### src/rtl/serv_ibus_prefetch_pkg.sv
// rtl/serv_ibus_prefetch_pkg.sv - shared types and helpers for the instruction prefetch buffer
package serv_ibus_prefetch_pkg;

  typedef enum logic [1:0] {
    ST_IDLE     = 2'd0,
    ST_DEMAND   = 2'd1,
    ST_PREFETCH = 2'd2
  } state_e;

  // Word-address increment; wraps modulo 2^30 so 0xFFFFFFFC is followed by 0x00000000.
  function automatic logic [29:0] inc_word(input logic [29:0] a);
    return a + 30'd1;
  endfunction

endpackage

### src/rtl/serv_ibus_prefetch_if.sv
// rtl/serv_ibus_prefetch_if.sv - Wishbone-style instruction bus (adr/cyc/rdt/ack)
interface serv_ibus_prefetch_if;
  logic [31:0] adr;
  logic        cyc;
  logic [31:0] rdt;
  logic        ack;

  modport master (output adr, cyc, input rdt, ack);
  modport slave  (input adr, cyc, output rdt, ack);
endinterface

### src/rtl/serv_ibus_prefetch.sv
// rtl/serv_ibus_prefetch.sv - single-entry instruction prefetch buffer between core fetch and memory
module serv_ibus_prefetch
  import serv_ibus_prefetch_pkg::*;
#(
  parameter int unsigned PREFETCH_EN = 1
) (
  input  logic                         clk,
  input  logic                         i_rst,
  input  logic                         i_flush,
  serv_ibus_prefetch_if.slave          cpu,
  serv_ibus_prefetch_if.master         mem
);

  localparam bit PF = (PREFETCH_EN != 0);

  state_e      state_q, state_d;
  logic        cpu_ack_q, cpu_ack_d;
  logic [31:0] cpu_rdt_q, cpu_rdt_d;
  logic        mem_cyc_q, mem_cyc_d;
  logic [29:0] mem_adr_q, mem_adr_d;
  logic [31:0] buf_data_q, buf_data_d;
  logic [29:0] buf_adr_q, buf_adr_d;
  logic        buf_valid_q, buf_valid_d;
  logic        drop_q, drop_d;
  logic [29:0] next_adr_q, next_adr_d;

  logic [29:0] req_adr;
  logic        req;
  logic        mem_done;
  logic        hit;
  logic        unused_adr_lsb;

  // The core keeps cyc high during the cycle it sees ack; that cycle is not a new request.
  assign req_adr        = cpu.adr[31:2];
  assign req            = cpu.cyc & ~cpu_ack_q;
  assign mem_done       = mem.ack & mem_cyc_q;
  assign hit            = req & buf_valid_q & ~i_flush & (req_adr == buf_adr_q);
  assign unused_adr_lsb = ^cpu.adr[1:0];

  // Next-state and registered-output computation for the fetch FSM.
  always_comb begin
    state_d     = state_q;
    cpu_ack_d   = 1'b0;
    cpu_rdt_d   = cpu_rdt_q;
    mem_cyc_d   = mem_cyc_q;
    mem_adr_d   = mem_adr_q;
    buf_data_d  = buf_data_q;
    buf_adr_d   = buf_adr_q;
    buf_valid_d = buf_valid_q;
    drop_d      = drop_q;
    next_adr_d  = next_adr_q;

    if (i_flush) buf_valid_d = 1'b0;

    unique case (state_q)
      ST_IDLE: begin
        if (hit) begin
          cpu_ack_d   = 1'b1;
          cpu_rdt_d   = buf_data_q;
          buf_valid_d = 1'b0;
          next_adr_d  = inc_word(buf_adr_q);
          mem_adr_d   = inc_word(buf_adr_q);
          if (PF) state_d = ST_PREFETCH;
        end else if (req) begin
          mem_cyc_d   = 1'b1;
          mem_adr_d   = req_adr;
          buf_valid_d = 1'b0;
          state_d     = ST_DEMAND;
        end
      end

      ST_DEMAND: begin
        if (mem_done) begin
          cpu_ack_d  = 1'b1;
          cpu_rdt_d  = mem.rdt;
          mem_cyc_d  = 1'b0;
          next_adr_d = inc_word(mem_adr_q);
          mem_adr_d  = inc_word(mem_adr_q);
          state_d    = PF ? ST_PREFETCH : ST_IDLE;
        end
      end

      ST_PREFETCH: begin
        // cyc is raised one cycle after entry so consecutive transactions stay delimited.
        mem_cyc_d = 1'b1;
        if (i_flush) drop_d = 1'b1;
        if (mem_done) begin
          if (drop_q | i_flush) begin
            drop_d    = 1'b0;
            mem_cyc_d = 1'b0;
            state_d   = ST_IDLE;
          end else if (req && (req_adr == next_adr_q)) begin
            cpu_ack_d  = 1'b1;
            cpu_rdt_d  = mem.rdt;
            mem_cyc_d  = 1'b0;
            next_adr_d = inc_word(next_adr_q);
            mem_adr_d  = inc_word(next_adr_q);
          end else if (req) begin
            mem_adr_d = req_adr;
            state_d   = ST_DEMAND;
          end else begin
            buf_data_d  = mem.rdt;
            buf_adr_d   = next_adr_q;
            buf_valid_d = 1'b1;
            mem_cyc_d   = 1'b0;
            state_d     = ST_IDLE;
          end
        end
      end

      default: begin
        state_d   = ST_IDLE;
        mem_cyc_d = 1'b0;
      end
    endcase
  end

  // State and output registers, cleared asynchronously by reset.
  always_ff @(posedge clk or posedge i_rst) begin
    if (i_rst) begin
      state_q     <= ST_IDLE;
      cpu_ack_q   <= 1'b0;
      cpu_rdt_q   <= 32'd0;
      mem_cyc_q   <= 1'b0;
      mem_adr_q   <= 30'd0;
      buf_data_q  <= 32'd0;
      buf_adr_q   <= 30'd0;
      buf_valid_q <= 1'b0;
      drop_q      <= 1'b0;
      next_adr_q  <= 30'd0;
    end else begin
      state_q     <= state_d;
      cpu_ack_q   <= cpu_ack_d;
      cpu_rdt_q   <= cpu_rdt_d;
      mem_cyc_q   <= mem_cyc_d;
      mem_adr_q   <= mem_adr_d;
      buf_data_q  <= buf_data_d;
      buf_adr_q   <= buf_adr_d;
      buf_valid_q <= buf_valid_d;
      drop_q      <= drop_d;
      next_adr_q  <= next_adr_d;
    end
  end

  assign cpu.ack = cpu_ack_q;
  assign cpu.rdt = cpu_rdt_q;
  assign mem.cyc = mem_cyc_q;
  assign mem.adr = {mem_adr_q, 2'b00};

endmodule

### src/flat_wrapper.sv
// flat-port wrapper written by rule: the top's interface ports become plain ports
module serv_ibus_prefetch_flat import serv_ibus_prefetch_pkg::*;
#(
  parameter int unsigned PREFETCH_EN = 1
)
  (clk, i_rst, i_flush, cpu_adr, cpu_cyc, cpu_rdt, cpu_ack, mem_adr, mem_cyc, mem_rdt, mem_ack);
  serv_ibus_prefetch_if cpu_i ();
  serv_ibus_prefetch_if mem_i ();
  input  logic clk;
  input  logic i_rst;
  input  logic i_flush;
  input wire logic [$bits(cpu_i.adr)-1:0] cpu_adr;
  input wire logic [$bits(cpu_i.cyc)-1:0] cpu_cyc;
  output wire logic [$bits(cpu_i.rdt)-1:0] cpu_rdt;
  output wire logic [$bits(cpu_i.ack)-1:0] cpu_ack;
  output wire logic [$bits(mem_i.adr)-1:0] mem_adr;
  output wire logic [$bits(mem_i.cyc)-1:0] mem_cyc;
  input wire logic [$bits(mem_i.rdt)-1:0] mem_rdt;
  input wire logic [$bits(mem_i.ack)-1:0] mem_ack;
  assign cpu_i.adr = cpu_adr;
  assign cpu_i.cyc = cpu_cyc;
  assign cpu_rdt = cpu_i.rdt;
  assign cpu_ack = cpu_i.ack;
  assign mem_adr = mem_i.adr;
  assign mem_cyc = mem_i.cyc;
  assign mem_i.rdt = mem_rdt;
  assign mem_i.ack = mem_ack;
  serv_ibus_prefetch #(.PREFETCH_EN(PREFETCH_EN)) u_core (.clk(clk), .i_rst(i_rst), .i_flush(i_flush), .cpu(cpu_i), .mem(mem_i));
endmodule
### config.mk
export PLATFORM = sky130hd
export DESIGN_NAME = serv_ibus_prefetch_flat
export DESIGN_NICKNAME = d
export VERILOG_FILES = /design/src/rtl/serv_ibus_prefetch_pkg.sv /design/src/rtl/serv_ibus_prefetch_if.sv /design/src/rtl/serv_ibus_prefetch.sv /design/src/flat_wrapper.sv
export SDC_FILE = /design/constraint.sdc
export NUM_CORES = 1
export LEC_CHECK = 0
export BUFFER_PORTS_ARGS = -buffer_cell sky130_fd_sc_hd__buf_2
export CORE_ASPECT_RATIO = 1.5
export CORE_MARGIN = 3
export CORE_UTILIZATION = 45
export CTS_BUF_LIST = sky130_fd_sc_hd__clkbuf_4
export DETAILED_ROUTE_END_ITERATION = 16
export HOLD_SLACK_MARGIN = 0.1
export SLEW_MARGIN = 20
export SYNTH_ARGS = -nofsm -noshare
export SYNTH_HDL_FRONTEND = slang
export SYNTH_SLANG_ARGS = --single-unit
### constraint.sdc
create_clock -name clk -period 6.14 [get_ports clk]
set_clock_uncertainty 0.05 [all_clocks]
set_input_delay 0.307 -clock clk [delete_from_list [all_inputs] [get_ports clk]]
set_output_delay 0.307 -clock clk [all_outputs]
set_load 0.01 [all_outputs]
After elaboration in Yosys (flattened, before gate mapping)
Index checks and enable logic that the tools add are counted.
{"block": "word_totals", "ff_bits": 160, "output_inout_bits": 66, "elab_cells": 96, "in_bits": 69}
{"block": "op_classes", "reduce_logical": 8, "n_addsub": 3, "muxes": 51, "bitwise_logic": 11, "eq_ne": 13}
{"op": "30-bit two-way mux", "count": 10}
{"op": "30-bit one-hot mux with 3 select lines", "count": 2}
{"op": "32-bit two-way mux", "count": 5}
{"op": "32-bit one-hot mux with 3 select lines", "count": 1}
{"op": "30-bit by 1-bit adder with 30-bit output, second input constant", "count": 3}
{"op": "30-bit == test", "count": 2}
{"op": "1-bit two-way mux", "count": 23}
{"op": "2-bit two-way mux", "count": 6}
{"op": "2-bit by 1-bit inequality test with 1-bit output, second input constant", "count": 5}
{"op": "4-bit AND reduction", "count": 2}
{"op": "1-bit one-hot mux with 3 select lines", "count": 2}
{"op": "2-bit one-hot mux with 3 select lines", "count": 1}
{"op": "6-bit AND reduction", "count": 1}
{"op": "1-bit bitwise AND", "count": 5}
{"op": "1-bit inverter", "count": 5}
{"op": "5-bit AND reduction", "count": 1}
{"op": "2-bit inequality test, second input constant", "count": 2}
{"op": "3-bit by 1-bit inequality test with 1-bit output, second input constant", "count": 1}
{"op": "3-bit by 2-bit inequality test with 1-bit output, second input constant", "count": 1}
{"op": "3-bit AND reduction", "count": 1}
{"op": "3-bit nonzero test", "count": 1}
{"op": "2-bit by 1-bit == test with 1-bit output, second input constant", "count": 1}
{"op": "2-bit == test, second input constant", "count": 1}
{"op": "2-bit zero test", "count": 1}
{"op": "3 further kinds", "count": 3}

Logic depth before layout (Yosys ltp)
{"block": "depth", "depth_word": 7, "mapped_depth": 11, "depth_no_buf": 8}

Least setup slack after synthesis
Ideal clock, no wire load.
{"block": "synth_timing", "kind": "reg-to-reg", "start": "register u_core.cpu_ack_q (netlist: u_core.cpu.ack)", "end": "register u_core.next_adr_q[13]", "required_time_ns": 5.965, "n_path_buf": 2, "setup_time_ns": 0.125, "synth_period_minus_slack_ns": 2.535, "stages_incl_launch_ff": 10, "slack_ns": 3.605, "arrival_time_ns": 2.360, "cell_sequence": "dfrtp_1 nand2b_1 clkbuf_1 or4_4 nor4_4 nand3_2 a211o_1 buf_2 inv_1 mux2_2"}
{"block": "synth_via", "elab_chain_cells": 7, "elab_cells_between_ends": 9, "cone_classes": "eq/ne (2); bitwise (5); reduce/logical (2)"}
{"element": "from (decl)", "line": "serv_ibus_prefetch.sv:17", "source": "logic cpu_ack_q, cpu_ack_d;"}
{"element": "from (signal assigned)", "line": "serv_ibus_prefetch.sv:133", "source": "cpu_ack_q <= cpu_ack_d;"}
{"element": "1-bit inverter (*)", "line": "serv_ibus_prefetch.sv:35", "source": "assign req = cpu.cyc & ~cpu_ack_q;"}
{"element": "1-bit bitwise AND (*)", "line": "serv_ibus_prefetch.sv:35"}
{"element": "1-bit bitwise AND (3 in a row)", "line": "serv_ibus_prefetch.sv:37", "source": "assign hit = req & buf_valid_q & ~i_flush & (req_adr == buf_adr_q);"}
{"element": "2-bit by 1-bit inequality test with 1-bit output (no line)"}
{"element": "6-bit AND reduction (no line) (*)"}
{"element": "to (signal assigned)", "line": "serv_ibus_prefetch.sv:141", "source": "next_adr_q <= next_adr_d;"}
{"element": "to (decl)", "line": "serv_ibus_prefetch.sv:25", "source": "logic [29:0] next_adr_q, next_adr_d;"}
Every way passes the cells marked *; elsewhere a longest branch is shown, timed or not.
A chain may end at the register's enable or synchronous reset.

Worst setup path in the final report
{"block": "layout_timing", "start": "register u_core.state_q[1]", "end": "register u_core.cpu_rdt_q[30] (netlist: u_core.cpu.rdt[30])"}
{"block": "layout_via", "elab_chain_cells": 3, "elab_cells_between_ends": 11, "cone_classes": "eq/ne (7); mux (1); reduce/logical (3)"}
{"element": "from (decl)", "line": "serv_ibus_prefetch.sv:16", "source": "state_e state_q, state_d;"}
{"element": "from (signal assigned)", "line": "serv_ibus_prefetch.sv:132", "source": "state_q <= state_d;"}
{"element": "2-bit == test (tied with other cells)", "line": "serv_ibus_prefetch.sv:55", "source": "unique case (state_q)"}
{"element": "2-bit by 1-bit inequality test with 1-bit output (no line) (tied with other cells)"}
{"element": "6-bit AND reduction (no line)"}
{"element": "to (signal assigned)", "line": "serv_ibus_prefetch.sv:134", "source": "cpu_rdt_q <= cpu_rdt_d;"}
{"element": "to (decl)", "line": "serv_ibus_prefetch.sv:18", "source": "logic [31:0] cpu_rdt_q, cpu_rdt_d;"}
Parallel ways exist; a longest one is shown, timed or not.

==> results.toml <==
[logic_synthesis]
syn-mean-instance-area_um2 = 8.938
synth_seq_cells = 160
leading_register_cell_type_out_of_synthesis = "sky130_fd_sc_hd__dfrtp_1"
async_flop_share = 1.000
postSynthCellCount = 1221
synth.lib_cells_used.distinct = 71
ys_seq_area_frac = 0.3669
synth.cell_area_um2 = 10910
number_of_synthesized_flops_with_an_enable_pin = 0
ys.warnings.count = 0

[placement]
place_congestion = 0.9875
numPlacedInstances = 1589
portBuffers = 130
dpl_cell_area_um2 = 11680
pre_cts_ws_ps = 2426
detailed_placer_s_ending_hpwl_mm = 25.26

[timing]
post-route-period-util = 0.6226
timing_hold_violations_final = 0
rsz0062_at_grt = "no"
final-setup-viol-count = 0
max_freq_mhz = 261.6
minimum_period_implied_by_the_final_worst_setup_slack_ps = 3823
fin_ws_ps = 2317
drv_slew = 0
setup_tns_ps = 0
max_slew.worst_pin.slew_ps = 1089
timing.slew.headroom = 0.2713

[finish]
stdcell_area_um2 = 12390
share_of_layout_cells_above_drive_strength_1 = 0.1987
layout_commonest_cell = "sky130_fd_sc_hd__dfrtp_1"
finalNonFillerCells = 1668
most-common-layout-cells = "sky130_fd_sc_hd__dfrtp_1 (160), sky130_fd_sc_hd__nand2_1 (146), sky130_fd_sc_hd__buf_2 (130)"
syn_to_final_growth_pct = 13.53
fin_nets = 1408

[detailed_routing]
top_layer_used = "met4"
detail_route_met3_wl_mm = 2.726
avgRoutedWirePerCell_um = 22.33
via_count = 10110
detail_route.vias_per_cell = 6.062
drt_wl_total_mm = 37.25
first_pass_iters = 5
route.met2.wl_mm = 17.47
drc = 0
detail-route-antenna-nets = 0
route.layer.met1.wl_mm = 14.98
first_iter_violations = 885

[cts]
cts.clk_slew.worst_paths_ps = 160
cts.sinks = 160
clk_root_buffer_cell = "sky130_fd_sc_hd__clkbuf_4"
tritoncts = "yes"
cts_resized = 0
cts-root-to-sink-buffers = 2
number_of_buffers_added_by_the_clock_tree_synthesis_step = 17
clock_latency_ps = 610
cts_htree_levels = 4

[global_route]
globalRoute.totalOverflow = 0
grt_pass1_vias = 9891
track_usage = 0.2836
grt_start_max_net_pins = 90
antenna_violations_before_repair = 1
first_pass_grt_wire_length_mm = 57.85

[worst_setup_path]
worstPathArrival_ps = 4240
critical-path-top-cell-by-count = "sky130_fd_sc_hd__buf_4"
setup.worst_path.start_class = "register"
critPathKind = "register to register"
cp.required_ps = 6560
path_max_fanout = 67
slowest_delay_ps = 640
worstPathBufferInverterCount = 4
crit_path_cell_trace = "inv_1 > ha_1 > buf_4 > a21oi_1 > o21bai_2 > buf_4 > a211o_4 > buf_4 > o21ai_0"
critPathSlowestCell = "sky130_fd_sc_hd__ha_1"
critPathCaptureType = "register"
cp_top_family = "buffers and inverters"

[power]
power.total_mw = 5.973
peakVddDrop_v = 0.0003073
power.static_leakage_nw = 5.477
powerDensity_nw_per_um2 = 482.1

[floorplan]
chipWidth_um = 133.2
die-area_um2 = 26190
io-pin-count = 135
core_region_area_um2 = 23740
cell_row_count = 69
starting_utilization_of_the_core_area = 0.4597
die_h_um = 196.7

[min_path]
worst_hold_path_type = "input pin to register"

[run_status]
outcome = "complete, no violations"

[job]
drv_cap = 0
## path summary, 6_finish.rpt
| kind | from | endpoint | slack, ps | cells past startpoint |
|---|---|---|---|---|
| worst max register to register | u_core.state_q[1] | u_core.cpu.rdt[30] | 2320 | 9 |
| worst min-delay path | cpu_adr[21] | u_core.mem_adr_q[19] | 170 | 5 |
| max in group asynchronous | i_rst | u_core.buf_adr_q[11] | 4100 | 4 |
| worst max-delay path | u_core.state_q[1] | u_core.cpu.rdt[30] | 2320 | 9 |
| min in group asynchronous | i_rst | u_core.mem_adr_q[7] | 360 | 3 |
| worst min register to register | u_core.cpu.rdt[25] | u_core.cpu.rdt[25] | 440 | 2 |
## routing by layer
metal / vias up / global-route usage
met5: - / 0
li1: 4614 / -
met4: 0 / 0.1658
met1: 4877 / 0.3641
met2: 513 / 0.4552
met3: 107 / 0.04367
## cells by family (layout without fill, tap and decap cells)
| family | Yosys count | count (layout) | synth area share |
|---|---|---|---|
| XOR/XNOR | 137 | 137 | 0.1100 |
| buffers and inverters | 119 | 241 | 0.04930 |
| other | 1 | 7 | 0.0003436 |
| flip-flops | 160 | 160 | 0.3669 |
| multiplexers | 136 | 136 | 0.1324 |
| adder cells (fa/ha/maj) | 7 | 7 | 0.008025 |
| AND/OR/NAND/NOR | 389 | 389 | 0.1721 |
| AO/OA/AOI/OAI | 272 | 272 | 0.1610 |
## metrics by stage
stage                     hold WS (ps)  utilization
final                            166.0       0.5218
after global placement           408.9       0.4919
after detailed placement         419.5       0.4919
after global routing             164.4       0.5218
after floorplan                  364.1            -
after CTS                        113.5       0.5213
## state kept, by name (all words and copies together), names as in the netlist
name,flops
u_core.cpu.rdt,32
u_core.mem.cyc,1
u_core.buf_adr_q,30
u_core.mem_adr_q,30
u_core.state_q,2
u_core.buf_data_q,32
u_core.buf_valid_q,1
u_core.cpu.ack,1
u_core.next_adr_q,30
u_core.drop_q,1
## worst min-delay path, delay by kind of cell
kind            cells  cell delay (ps)
simple gates        1               80
compound gates      3              250
buf+inv             1              150
## repair_timing
item	4_1_cts	5_1_grt
setup buffers	0	0
hold endpoints to repair	162	0
hold buffers	43	0
## cell usage after synthesis, types with 17 or more instances
master,number,area [um^2]
sky130_fd_sc_hd__nor4_1,17,106.4
sky130_fd_sc_hd__mux2_2,67,754.5
sky130_fd_sc_hd__dfrtp_1,160,4004
sky130_fd_sc_hd__nor3_1,18,90.09
sky130_fd_sc_hd__mux2i_1,69,690.7
sky130_fd_sc_hd__o21ai_0,83,415.4
sky130_fd_sc_hd__nand4_1,37,231.5
sky130_fd_sc_hd__xor2_1,73,639.4
sky130_fd_sc_hd__nor2_1,72,270.3
sky130_fd_sc_hd__nand3_1,41,205.2
sky130_fd_sc_hd__xnor2_1,64,560.5
sky130_fd_sc_hd__o21ai_1,20,100.1
sky130_fd_sc_hd__clkbuf_1,69,259.0
sky130_fd_sc_hd__buf_2,18,90.09
sky130_fd_sc_hd__nand2_1,147,551.8
sky130_fd_sc_hd__a21oi_1,42,210.2
## power by group
part | internal, mW | switching [mW]
clock network | 0.238 | 0.419
logic | 1.28 | 1.96
registers | 1.48 | 0.593
## cell type report
cell class | count | area [um^2]
inverters | 18 | 72.57
fillers | 2237 | 11350
diodes | 5 | 12.51
repair buffers | 192 | 1224
multi-input cells | 943 | 6410
flip-flops and latches | 160 | 4004
clock inverters | 14 | 140.1
well taps | 319 | 399.1
clock buffers | 17 | 127.6
Note: power is estimated with default switching activity, not from simulation.
